## config.mk

```make
export PLATFORM = sky130hd
export DESIGN_NAME = mem_port_arbiter
export DESIGN_NICKNAME = d
export VERILOG_FILES = /design/src/rtl/mem_arb_pkg.sv /design/src/rtl/mem_lat_counter.sv /design/src/rtl/mem_port_arbiter.sv
export SDC_FILE = /design/constraint.sdc
export NUM_CORES = 1
export LEC_CHECK = 0
export CAP_MARGIN = 20
export CORE_ASPECT_RATIO = 1.5
export CORE_UTILIZATION = 40
export DETAILED_ROUTE_END_ITERATION = 10
export GPL_TIMING_DRIVEN = 0
export PLACE_DENSITY = 0.8
export SYNTH_ARGS = -nofsm -noshare
export SYNTH_HDL_FRONTEND = slang
export SYNTH_SLANG_ARGS = --single-unit
```

## constraint.sdc

```tcl
create_clock -name clk -period 3 [get_ports clk]
set_clock_uncertainty 0.15 [all_clocks]
set_input_delay 0.3 -clock clk [delete_from_list [all_inputs] [get_ports clk]]
set_output_delay 0.3 -clock clk [all_outputs]
set_load 0.03 [all_outputs]
```

## src/rtl/mem_arb_pkg.sv

```systemverilog
// Shared types and constants for the memory port arbiter: FSM states, owner encoding,
// default bus widths and the round-robin pick helper.
package mem_arb_pkg;

    localparam int MEM_ARB_AW = 12;
    localparam int MEM_ARB_DW = 16;

    typedef enum logic [1:0] {
        IDLE = 2'd0,
        BUSY = 2'd1,
        DONE = 2'd2
    } arb_state_t;

    typedef enum logic {
        OWN_CPU = 1'b0,
        OWN_LDR = 1'b1
    } owner_t;

    // On a tie the requester that did not own the port last time wins.
    function automatic owner_t arb_pick(input logic cpu_req, input logic ldr_req, input owner_t last_owner);
        if (cpu_req && ldr_req) begin
            if (last_owner == OWN_CPU) begin
                return OWN_LDR;
            end else begin
                return OWN_CPU;
            end
        end else if (ldr_req) begin
            return OWN_LDR;
        end else begin
            return OWN_CPU;
        end
    endfunction

endpackage

```

## src/rtl/mem_lat_counter.sv

```systemverilog
// Loadable down-counter with zero flag; times the fixed memory access latency.
module mem_lat_counter #(
    parameter int CW = 2
) (
    input  logic          clk,
    input  logic          rst,
    input  logic          i_load,
    input  logic [CW-1:0] i_load_val,
    input  logic          i_dec,
    output logic          o_zero
);

    logic [CW-1:0] r_cnt;

    assign o_zero = (r_cnt == {CW{1'b0}});

    // Counter register: load has priority over decrement.
    always_ff @(posedge clk or negedge rst) begin
        if (!rst) begin
            r_cnt <= {CW{1'b0}};
        end else if (i_load) begin
            r_cnt <= i_load_val;
        end else if (i_dec) begin
            r_cnt <= r_cnt - CW'(1);
        end else begin
            r_cnt <= r_cnt;
        end
    end

endmodule

```

## src/rtl/mem_port_arbiter.sv

```systemverilog
// Round-robin arbiter sharing the single-port memory between CPU and loader/debug port.
// Optional loader lock (atomic load bursts) is enabled by defining MEM_ARB_LDR_LOCK_EN.
module mem_port_arbiter
    import mem_arb_pkg::*;
#(
    parameter int AW      = MEM_ARB_AW,
    parameter int DW      = MEM_ARB_DW,
    parameter int MEM_LAT = 2
) (
    input  logic          clk,
    input  logic          rst,
    input  logic          cpu_req,
    input  logic          cpu_we,
    input  logic [AW-1:0] cpu_addr,
    input  logic [DW-1:0] cpu_wdata,
    output logic          cpu_gnt,
    output logic          cpu_done,
    input  logic          ldr_req,
    input  logic          ldr_we,
    input  logic [AW-1:0] ldr_addr,
    input  logic [DW-1:0] ldr_wdata,
`ifdef MEM_ARB_LDR_LOCK_EN
    input  logic          ldr_lock,
`endif
    output logic          ldr_gnt,
    output logic          ldr_done,
    output logic [DW-1:0] rdata,
    output logic          mem_en,
    output logic          mem_we,
    output logic [AW-1:0] mem_addr,
    output logic [DW-1:0] mem_wdata,
    input  logic [DW-1:0] mem_rdata
);

    localparam int CW = $clog2(MEM_LAT) + 1;

    arb_state_t    r_state, w_nxt_state;
    owner_t        r_owner, w_nxt_owner;
    owner_t        r_last, w_nxt_last;
    owner_t        w_win;
    logic          r_mem_en, w_nxt_mem_en;
    logic          r_mem_we, w_nxt_mem_we;
    logic [AW-1:0] r_mem_addr, w_nxt_mem_addr;
    logic [DW-1:0] r_mem_wdata, w_nxt_mem_wdata;
    logic          r_cpu_gnt, w_nxt_cpu_gnt;
    logic          r_cpu_done, w_nxt_cpu_done;
    logic          r_ldr_gnt, w_nxt_ldr_gnt;
    logic          r_ldr_done, w_nxt_ldr_done;
    logic [DW-1:0] r_rdata, w_nxt_rdata;
    logic          w_cnt_load;
    logic          w_cnt_dec;
    logic          w_cnt_zero;
    logic          w_lock_hold;

`ifdef MEM_ARB_LDR_LOCK_EN
    logic          r_lock, w_nxt_lock;
    assign w_lock_hold = r_lock & ldr_req;
`else
    assign w_lock_hold = 1'b0;
`endif

    // A held lock forces the loader to win without advancing the round-robin pointer.
    assign w_win = w_lock_hold ? OWN_LDR : arb_pick(cpu_req, ldr_req, r_last);

    mem_lat_counter #(
        .CW (CW)
    ) u_lat_cnt (
        .clk        (clk),
        .rst        (rst),
        .i_load     (w_cnt_load),
        .i_load_val (CW'(MEM_LAT - 1)),
        .i_dec      (w_cnt_dec),
        .o_zero     (w_cnt_zero)
    );

    // Next-state and next-output logic; all outputs are registered below.
    always_comb begin
        w_nxt_state     = r_state;
        w_nxt_owner     = r_owner;
        w_nxt_last      = r_last;
        w_nxt_mem_en    = r_mem_en;
        w_nxt_mem_we    = r_mem_we;
        w_nxt_mem_addr  = r_mem_addr;
        w_nxt_mem_wdata = r_mem_wdata;
        w_nxt_cpu_gnt   = r_cpu_gnt;
        w_nxt_ldr_gnt   = r_ldr_gnt;
        w_nxt_cpu_done  = 1'b0;
        w_nxt_ldr_done  = 1'b0;
        w_nxt_rdata     = r_rdata;
        w_cnt_load      = 1'b0;
        w_cnt_dec       = 1'b0;
`ifdef MEM_ARB_LDR_LOCK_EN
        w_nxt_lock      = r_lock;
`endif
        case (r_state)
            IDLE: begin
`ifdef MEM_ARB_LDR_LOCK_EN
                w_nxt_lock = w_lock_hold;
`endif
                if (cpu_req || ldr_req) begin
                    w_nxt_state  = BUSY;
                    w_nxt_owner  = w_win;
                    w_nxt_mem_en = 1'b1;
                    w_cnt_load   = 1'b1;
                    if (!w_lock_hold) begin
                        w_nxt_last = w_win;
                    end else begin
                        w_nxt_last = r_last;
                    end
                    // Only the winner's bus is sampled.
                    if (w_win == OWN_CPU) begin
                        w_nxt_mem_we    = cpu_we;
                        w_nxt_mem_addr  = cpu_addr;
                        w_nxt_mem_wdata = cpu_wdata;
                        w_nxt_cpu_gnt   = 1'b1;
                        w_nxt_ldr_gnt   = 1'b0;
                    end else begin
                        w_nxt_mem_we    = ldr_we;
                        w_nxt_mem_addr  = ldr_addr;
                        w_nxt_mem_wdata = ldr_wdata;
                        w_nxt_cpu_gnt   = 1'b0;
                        w_nxt_ldr_gnt   = 1'b1;
                    end
                end else begin
                    w_nxt_state = IDLE;
                end
            end
            BUSY: begin
                if (w_cnt_zero) begin
                    w_nxt_state  = DONE;
                    w_nxt_mem_en = 1'b0;
                    w_nxt_mem_we = 1'b0;
                    if (r_owner == OWN_CPU) begin
                        w_nxt_cpu_done = 1'b1;
                    end else begin
                        w_nxt_ldr_done = 1'b1;
                    end
                    if (!r_mem_we) begin
                        w_nxt_rdata = mem_rdata;
                    end else begin
                        w_nxt_rdata = r_rdata;
                    end
`ifdef MEM_ARB_LDR_LOCK_EN
                    if (r_owner == OWN_LDR) begin
                        w_nxt_lock = ldr_lock;
                    end else begin
                        w_nxt_lock = r_lock;
                    end
`endif
                end else begin
                    w_cnt_dec = 1'b1;
                end
            end
            DONE: begin
                w_nxt_state   = IDLE;
                w_nxt_cpu_gnt = 1'b0;
                w_nxt_ldr_gnt = 1'b0;
            end
            default: begin
                w_nxt_state   = IDLE;
                w_nxt_mem_en  = 1'b0;
                w_nxt_mem_we  = 1'b0;
                w_nxt_cpu_gnt = 1'b0;
                w_nxt_ldr_gnt = 1'b0;
            end
        endcase
    end

    // State and output registers; reset leaves the CPU winning the first tie.
    always_ff @(posedge clk or negedge rst) begin
        if (!rst) begin
            r_state     <= IDLE;
            r_owner     <= OWN_CPU;
            r_last      <= OWN_LDR;
            r_mem_en    <= 1'b0;
            r_mem_we    <= 1'b0;
            r_mem_addr  <= {AW{1'b0}};
            r_mem_wdata <= {DW{1'b0}};
            r_cpu_gnt   <= 1'b0;
            r_cpu_done  <= 1'b0;
            r_ldr_gnt   <= 1'b0;
            r_ldr_done  <= 1'b0;
            r_rdata     <= {DW{1'b0}};
`ifdef MEM_ARB_LDR_LOCK_EN
            r_lock      <= 1'b0;
`endif
        end else begin
            r_state     <= w_nxt_state;
            r_owner     <= w_nxt_owner;
            r_last      <= w_nxt_last;
            r_mem_en    <= w_nxt_mem_en;
            r_mem_we    <= w_nxt_mem_we;
            r_mem_addr  <= w_nxt_mem_addr;
            r_mem_wdata <= w_nxt_mem_wdata;
            r_cpu_gnt   <= w_nxt_cpu_gnt;
            r_cpu_done  <= w_nxt_cpu_done;
            r_ldr_gnt   <= w_nxt_ldr_gnt;
            r_ldr_done  <= w_nxt_ldr_done;
            r_rdata     <= w_nxt_rdata;
`ifdef MEM_ARB_LDR_LOCK_EN
            r_lock      <= w_nxt_lock;
`endif
        end
    end

    assign cpu_gnt   = r_cpu_gnt;
    assign cpu_done  = r_cpu_done;
    assign ldr_gnt   = r_ldr_gnt;
    assign ldr_done  = r_ldr_done;
    assign rdata     = r_rdata;
    assign mem_en    = r_mem_en;
    assign mem_we    = r_mem_we;
    assign mem_addr  = r_mem_addr;
    assign mem_wdata = r_mem_wdata;

endmodule

```

==> impl_results.md, run 1 <==
* Status: complete, no violations
* Synthesized flop and latch total at 56
* Post-CTS Hold Buffers at 1
* F_max at approximately 0.51 GHz
* Commonest non-fill, non-tap cells in the layout: clkdlybuf4s50_1 (126), dfrtp_1 (55), mux2_2 (45), mux2_4 (27)
* Critical Path RT at between 3000 and 4000 ps
* Worst EP arrival at approximately 2000 ps
* HP Class: flip-flop to flip-flop
* Min-Delay Startpoint: r_owner$_DFFE_PN0N_
* Clock Power Share at 0.095
* P per Cell Area at about 1000 mW/mm^2
* Top Layer Used: met4
* CP max-delay cell: dfrtp_1
* Synth warnings at 0
* Fraction of layout cells with a size suffix above 1 at 0.301
* Final core occ at 0.657
* Rel. slew slack at 0.547
* DIE WIDTH at slightly below 70 um
* Largest net degree at the start of global routing at 31
* Final period util at 0.654
* Synth-to-layout area growth at 56.8%
* CTS Sinks at 56
* Die Footprint at about 0.0068 mm^2
* Compound-cell area share of the yosys netlist at 0.0324
* CP Capture Type: flip-flop
* Seq. cell area at approximately 0.0014 mm^2
* Post-synthesis simple-gate area fraction at 0.0286
* Initial antenna violation count at 0
* Final nets at about 380
* CTS tree: yes
* Peak supply drop at 457 uV
* Num CTS Buffers at 5
* Worst setup SP type: flip-flop
* Worst Reg-to-Reg Cells at 6
* Routed vias at between 1500 and 2000
* R2r setup slk at between 1000 and 1500 ps
* Comb pwr share at 0.581
* Global placement routability congestion at 0.730
* Wl on met1 at just under 2 mm
* GRT Overall Usage at 0.169
* End of the worst hold path: cpu_done$_DFF_PN0_
* H-tree depth at 2
* HPWL after DPL at about 4.3 mm
* Initial drt markers at 20
* Synthesized Nets at between 200 and 250
* Number of top-level pins at 128
* Cells on Worst Hold Path at 1
* Pre-CTS setup slack at roughly 880 ps
* Met2 wire length at between 3 and 4 mm
* Postcts setup bufs at 0
* Post-DRT Antenna Nets at 0
* Die H at between 100 and 150 um
* I/O Buffers at roughly 130
* Resized Gates After CTS at 0
* Multi-input logic area at 0.00111 mm^2
* Setup TNS at 0 ps
* # fillers at 494
* Pwr Total at 4.14 mW
* Post-synthesis adder-cell area fraction at 0.00484
* Crit path cell chain: inv_1 > ha_1 > nand3b_1 > nor2_2 > buf_4 > mux2_2
* Maxcap violations at 0
* CP max FO at 10
* Synth Cell Area at between 0.002 and 0.003 mm^2
* XOR/XNOR Fraction of Synth Area at 0.00339
* Final worst slack at about 1000 ps
* CTS Root Buffer Type: clkbuf_8
* Initial DRT Pass Iterations at 4
* RSZ-0062 raised after global routing: no
* Setup CP Type: flip-flop to flip-flop
* Max Slew Vio Count at 0
* Starting Density at 0.419
* Sw Share at 0.395
* Clock slew at reported path FFs at about 90 ps
* Drt wl/cell at between 10 and 15 um
* Internal at 2.50 mW
* First-pass GRT wire length at roughly 8.6 mm
* Post-synthesis cell count at 169
* Clk_lat worst skew at ~300 ps
* Sum of buffers and inverters on the critical path at 2
* Via density at approximately 4.9
* Fin. Hold Viols at 0
* Measured slew at the worst slew-check pin at roughly 680 ps
* Most common cell after layout, fill and taps aside: clkdlybuf4s50_1
* Final Setup Violations at 0
* Crit. Startpoint: u_lat_cnt.r_cnt[0]$_DFFE_PN0P_
* Crit-path leading delay family: simple AND/OR/NAND/NOR gates
* Sequential share of the synthesized area at 0.543
* Reg-to-reg startpoint: u_lat_cnt.r_cnt[0]$_DFFE_PN0P_
* Psw at roughly 1.6 mW
* Share of power burned in registers at 0.324
* Worst R2R End: rdata[14]$_DFFE_PN0P_
* Leakage at around 1.8 nW
* Total grt overflow at 0
* Slowest cell delay on critical path at between 300 and 400 ps
* Final wirelength at approximately 5.5 mm
* Core ar. at just over 0.006 mm^2
* Row count at 35
* Vias in the first global route at 1908
* Inserted Diodes at 0
* Mux contribution to synthesized area at 0.361
* DR WL met3 at approximately 470 um
* Library cells used by synthesis at 28
* CTS max path bufs at 2
* Syn_area_per_cell at 15.3 um^2
* DRC violations left at 0
* Largest family of logic cells by synthesized area: multiplexers
* Tmin final at a little under 2000 ps
## routing by layer
| layer | up-vias | GRT usage |
|---|---|---|
| met5 | - | 0 |
| met4 | 0 | 0.0655 |
| li1 | 866 | - |
| met3 | 9 | 0.0486 |
| met1 | 903 | 0.178 |
| met2 | 83 | 0.303 |
## worst max-delay path by stage
| stage | end | slack (ps) | cells after the start |
|---|---|---|---|
| after floorplan | rdata[10]$_DFFE_PN0P_ | 1240 | 6 |
| after global placement | mem_wdata[5]$_DFFE_PN0N_ | -260 | 1 |
| after detailed placement | mem_addr[8]$_DFFE_PN0N_ | 880 | 5 |
| after CTS | rdata[7]$_DFFE_PN0P_ | 1000 | 6 |
| after global routing | rdata[8]$_DFFE_PN0P_ | 900 | 6 |
| final | rdata[14]$_DFFE_PN0P_ | 1040 | 6 |
## power by group through the flow
stage / Sequential [mW] / Combinational, mW / Clock [mW]
3_3_place_gp: 1.34 / 2.38 / 0
6_report: 1.34 / 2.40 / 0.394
4_1_cts: 1.34 / 2.43 / 0.413
3_5_place_dp: 1.36 / 2.43 / 0
2_1_floorplan: 2.01 / 0.793 / 0
5_1_grt: 1.39 / 2.54 / 0.439
## logic make-up after synthesis
| group | count (synthesis) |
|---|---|
| compound gates | 11 |
| mux | 74 |
| buf+inv | 11 |
| simple gates | 15 |
| flops | 56 |
| xor+xnor | 1 |
| fa+ha+maj | 1 |
## layout make-up
type	instances	area share
Sequential cell	56	0.346
Timing Repair Buffer	129	0.320
Multi-Input combinational cell	102	0.274
Tap cell	74	0.0228
Clock buffer	8	0.0198
Buffer	7	0.0139
Inverter	4	0.00370
## metrics by stage
step           instance area [um^2]  std cells  hold slack (ps)
2_1_floorplan                  2580        169             -146
3_3_place_gp                   3950        370              287
3_5_place_dp                   3960        371              237
4_1_cts                        4050        380              317
5_1_grt                        4050        380              333
6_report                       4050        380              313
## Yosys cell counts
cell type  instances  area share
a31o_2             1      0.0034
dfrtp_1           55        0.53
a21bo_4            1      0.0063
a21oi_1            2      0.0039
inv_1              4      0.0058
mux2i_1            2      0.0077
buf_2              3      0.0058
nand2_1            5      0.0073
o21ai_0            2      0.0039
o21bai_1           1      0.0029
and2_1             1      0.0024
ha_1               1      0.0048
nor2_1             4      0.0058
dfstp_2            1       0.010
nand2b_1           1      0.0024
xnor2_1            1      0.0034
nand3b_1           1      0.0029
a31oi_1            1      0.0024
a2bb2oi_1          1      0.0034
or3b_2             1      0.0034
nor3_1             1      0.0019
o21ai_2            1      0.0034
mux2_2            45        0.20
mux2_4            27        0.16
buf_4              1      0.0029
a21o_1             1      0.0029
buf_6              3       0.013
nor2_2             1      0.0024
## sequential cells by signal, indices dropped and copies added, names as in the netlist
| register | count |
|---|---|
| mem_wdata | 16 |
| rdata | 16 |
| mem_addr | 12 |
| r_state | 2 |
| u_lat_cnt.r_cnt | 2 |
| cpu_done | 1 |
| cpu_gnt | 1 |
| ldr_done | 1 |
| ldr_gnt | 1 |
| mem_en | 1 |
| mem_we | 1 |
| r_last | 1 |
| r_owner | 1 |
(Power assumes the default switching activity.)
==> run 2: changes to the inputs <==
==> constraint.sdc (replaced) <==
create_clock -name clk -period 2 [get_ports clk]
set_clock_uncertainty 0.15 [all_clocks]
set_input_delay 0.2 -clock clk [delete_from_list [all_inputs] [get_ports clk]]
set_output_delay 0.2 -clock clk [all_outputs]
set_load 0.03 [all_outputs]
==> run 2 against run 1 <==
Effect of this change:
- routed wire length shrank 0.47%
- non-clock buffer count is the same
- flip-flop and latch count is the same
- critical endpoint is now rdata[7]$_DFFE_PN0P_
- first-iteration DRC count is the same
- register-to-register slack lost 920 ps
- fmax grew 4.5%
- hold slack lost 0.60 ps
- critical path depth is the same
- sequential power grew 50%
- clock-buffer cell count is the same
==> impl_results.md, run 2 (synthesis gave the netlist of run 1 again) <==
* Status: complete, no violations
* Worst EP arrival at around 1900 ps
* Final nets at 384
* GRT Overall Usage at 0.169
* Most common cell after layout, fill and taps aside: clkdlybuf4s50_1
* Final Setup Violations at 0
* Inserted Diodes at 0
* P per Cell Area at roughly 1500 mW/mm^2
* HPWL after DPL at between 4 and 5 mm
* Global placement routability congestion at 0.730
* Sum of buffers and inverters on the critical path at 2
* Starting Density at 0.419
* Placed Cells at 371
* Via density at between 4 and 5
* Clock slew at reported path FFs at ~90 ps
* Final period util at 0.939
* CP Capture Type: flip-flop
* Initial DRT Pass Iterations at 4
* DIE WIDTH at between 60 and 70 um
* Crit path cell chain: inv_1 > ha_1 > nand3b_1 > nor2_4 > buf_4 > mux2_2
* # fillers at a little under 500
* CTS Root Buffer Type: clkbuf_8
* Die Footprint at between 0.006 and 0.007 mm^2
* Postcts setup bufs at 0
* Num CTS Buffers at 5
* Final wirelength at between 5 and 6 mm
* Peak supply drop at 686 uV
* Number of top-level pins at 128
* I/O Buffers at between 100 and 150
* Worst setup SP type: flip-flop
* DRC violations left at 0
* RSZ-0062 raised after global routing: no
* Crit-path leading delay family: simple AND/OR/NAND/NOR gates
* Commonest non-fill, non-tap cells in the layout: clkdlybuf4s50_1 (126), dfrtp_1 (55), mux2_2 (45), mux2_4 (27)
* Final cell count without fillers at 380
* Initial drt markers at 20
* CP max-delay cell: dfrtp_1
* Maxcap violations at 0
* Vias in the first global route at about 1900
* Tightest hold margin at around 310 ps
* Post-placement cell area at ~0.004 mm^2
* Row count at 35
* Final instance area at 0.00406 mm^2
* H-tree depth at 2
* Rel. slew slack at 0.545
* Setup CP Type: flip-flop to flip-flop
* Critical Path RT at between 2000 and 2500 ps
* Largest net degree at the start of global routing at 31
* CP max FO at 10
* Pre-CTS setup slack at -15.4 ps
* Setup TNS at 0 ps
* Fin. Hold Viols at 0
* Routed vias at about 1900
* Clk_lat worst skew at about 300 ps
* Fraction of layout cells with a size suffix above 1 at 0.301
* Measured slew at the worst slew-check pin at just under 700 ps
* CTS Sinks at 56
* Drt wl/cell at about 14 um
* Tmin final at between 1500 and 2000 ps
* F_max at ~0.53 GHz
* Post-DRT Antenna Nets at 0
* Max Slew Vio Count at 0
* CTS max path bufs at 2
* HP Class: flip-flop to flip-flop
* Die H at approximately 100 um
* First-pass GRT wire length at 8.57 mm
* Synth-to-layout area growth at 57.0%
* Core ar. at ~0.0062 mm^2
* CTS tree: yes
* Initial antenna violation count at 0
* Final worst slack at 122 ps
* Total grt overflow at 0
* Slowest cell delay on critical path at 370 ps
* Leakage at roughly 1.8 nW
## run 2: cell counts in the layout (fill, tap and decap cells not counted)
Identical to the previous run, type by type.
## run 2: layout make-up
type                    instances  area, um^2  area share
plain buffers                   7        56.3      0.0139
clock buffers                   8        80.1      0.0197
inverters                       4        15.0     0.00370
multi-input cells             102        1120       0.275
flip-flops and latches         56        1400       0.346
well taps                      74        92.6      0.0228
repair buffers                129        1300       0.319
## run 2: routing by layer
metal  GRT usage  up-vias  wire [um]
li1            -      868          -
met1       0.178      902       1890
met2       0.303       84       3010
met3      0.0486       10        485
met4      0.0655        0        124
met5           0        -          0
## run 2: repair_timing
| action | in CTS | in global routing |
|---|---|---|
| endpoints found under the setup margin | 0 | 10 |
| resized for setup | 0 | 1 |
| hold buffers | 1 | 0 |
| hold endpoints to repair | 28 | 0 |
## run 2: through the flow
stage          utilization  total power [mW]
2_1_floorplan            -              4.21
3_5_place_dp         0.642              5.67
4_1_cts              0.657              6.28
6_report             0.657              6.21
3_3_place_gp         0.640              5.58
5_1_grt              0.657              6.56
## run 2: worst paths after layout
kind                                                      from                        end  slack [ps]  cells after the start
worst min-delay path                       r_owner$_DFFE_PN0N_         cpu_done$_DFF_PN0_         310                      1
max in group asynchronous                                  rst  mem_wdata[10]$_DFFE_PN0N_         800                      3
worst max-delay path            u_lat_cnt.r_cnt[0]$_DFFE_PN0P_       rdata[7]$_DFFE_PN0P_         120                      6
worst min register to register             r_owner$_DFFE_PN0N_         cpu_done$_DFF_PN0_         310                      1
min in group asynchronous                                  rst       rdata[2]$_DFFE_PN0P_         320                      2
worst max register to register  u_lat_cnt.r_cnt[0]$_DFFE_PN0P_       rdata[7]$_DFFE_PN0P_         120                      6
## run 2: report_power, final
| group | switching, mW | internal [mW] | total [mW] |
|---|---|---|---|
| sequential | 0.302 | 1.71 | 2.01 |
| clock | 0.337 | 0.250 | 0.587 |
| combinational | 1.81 | 1.80 | 3.61 |
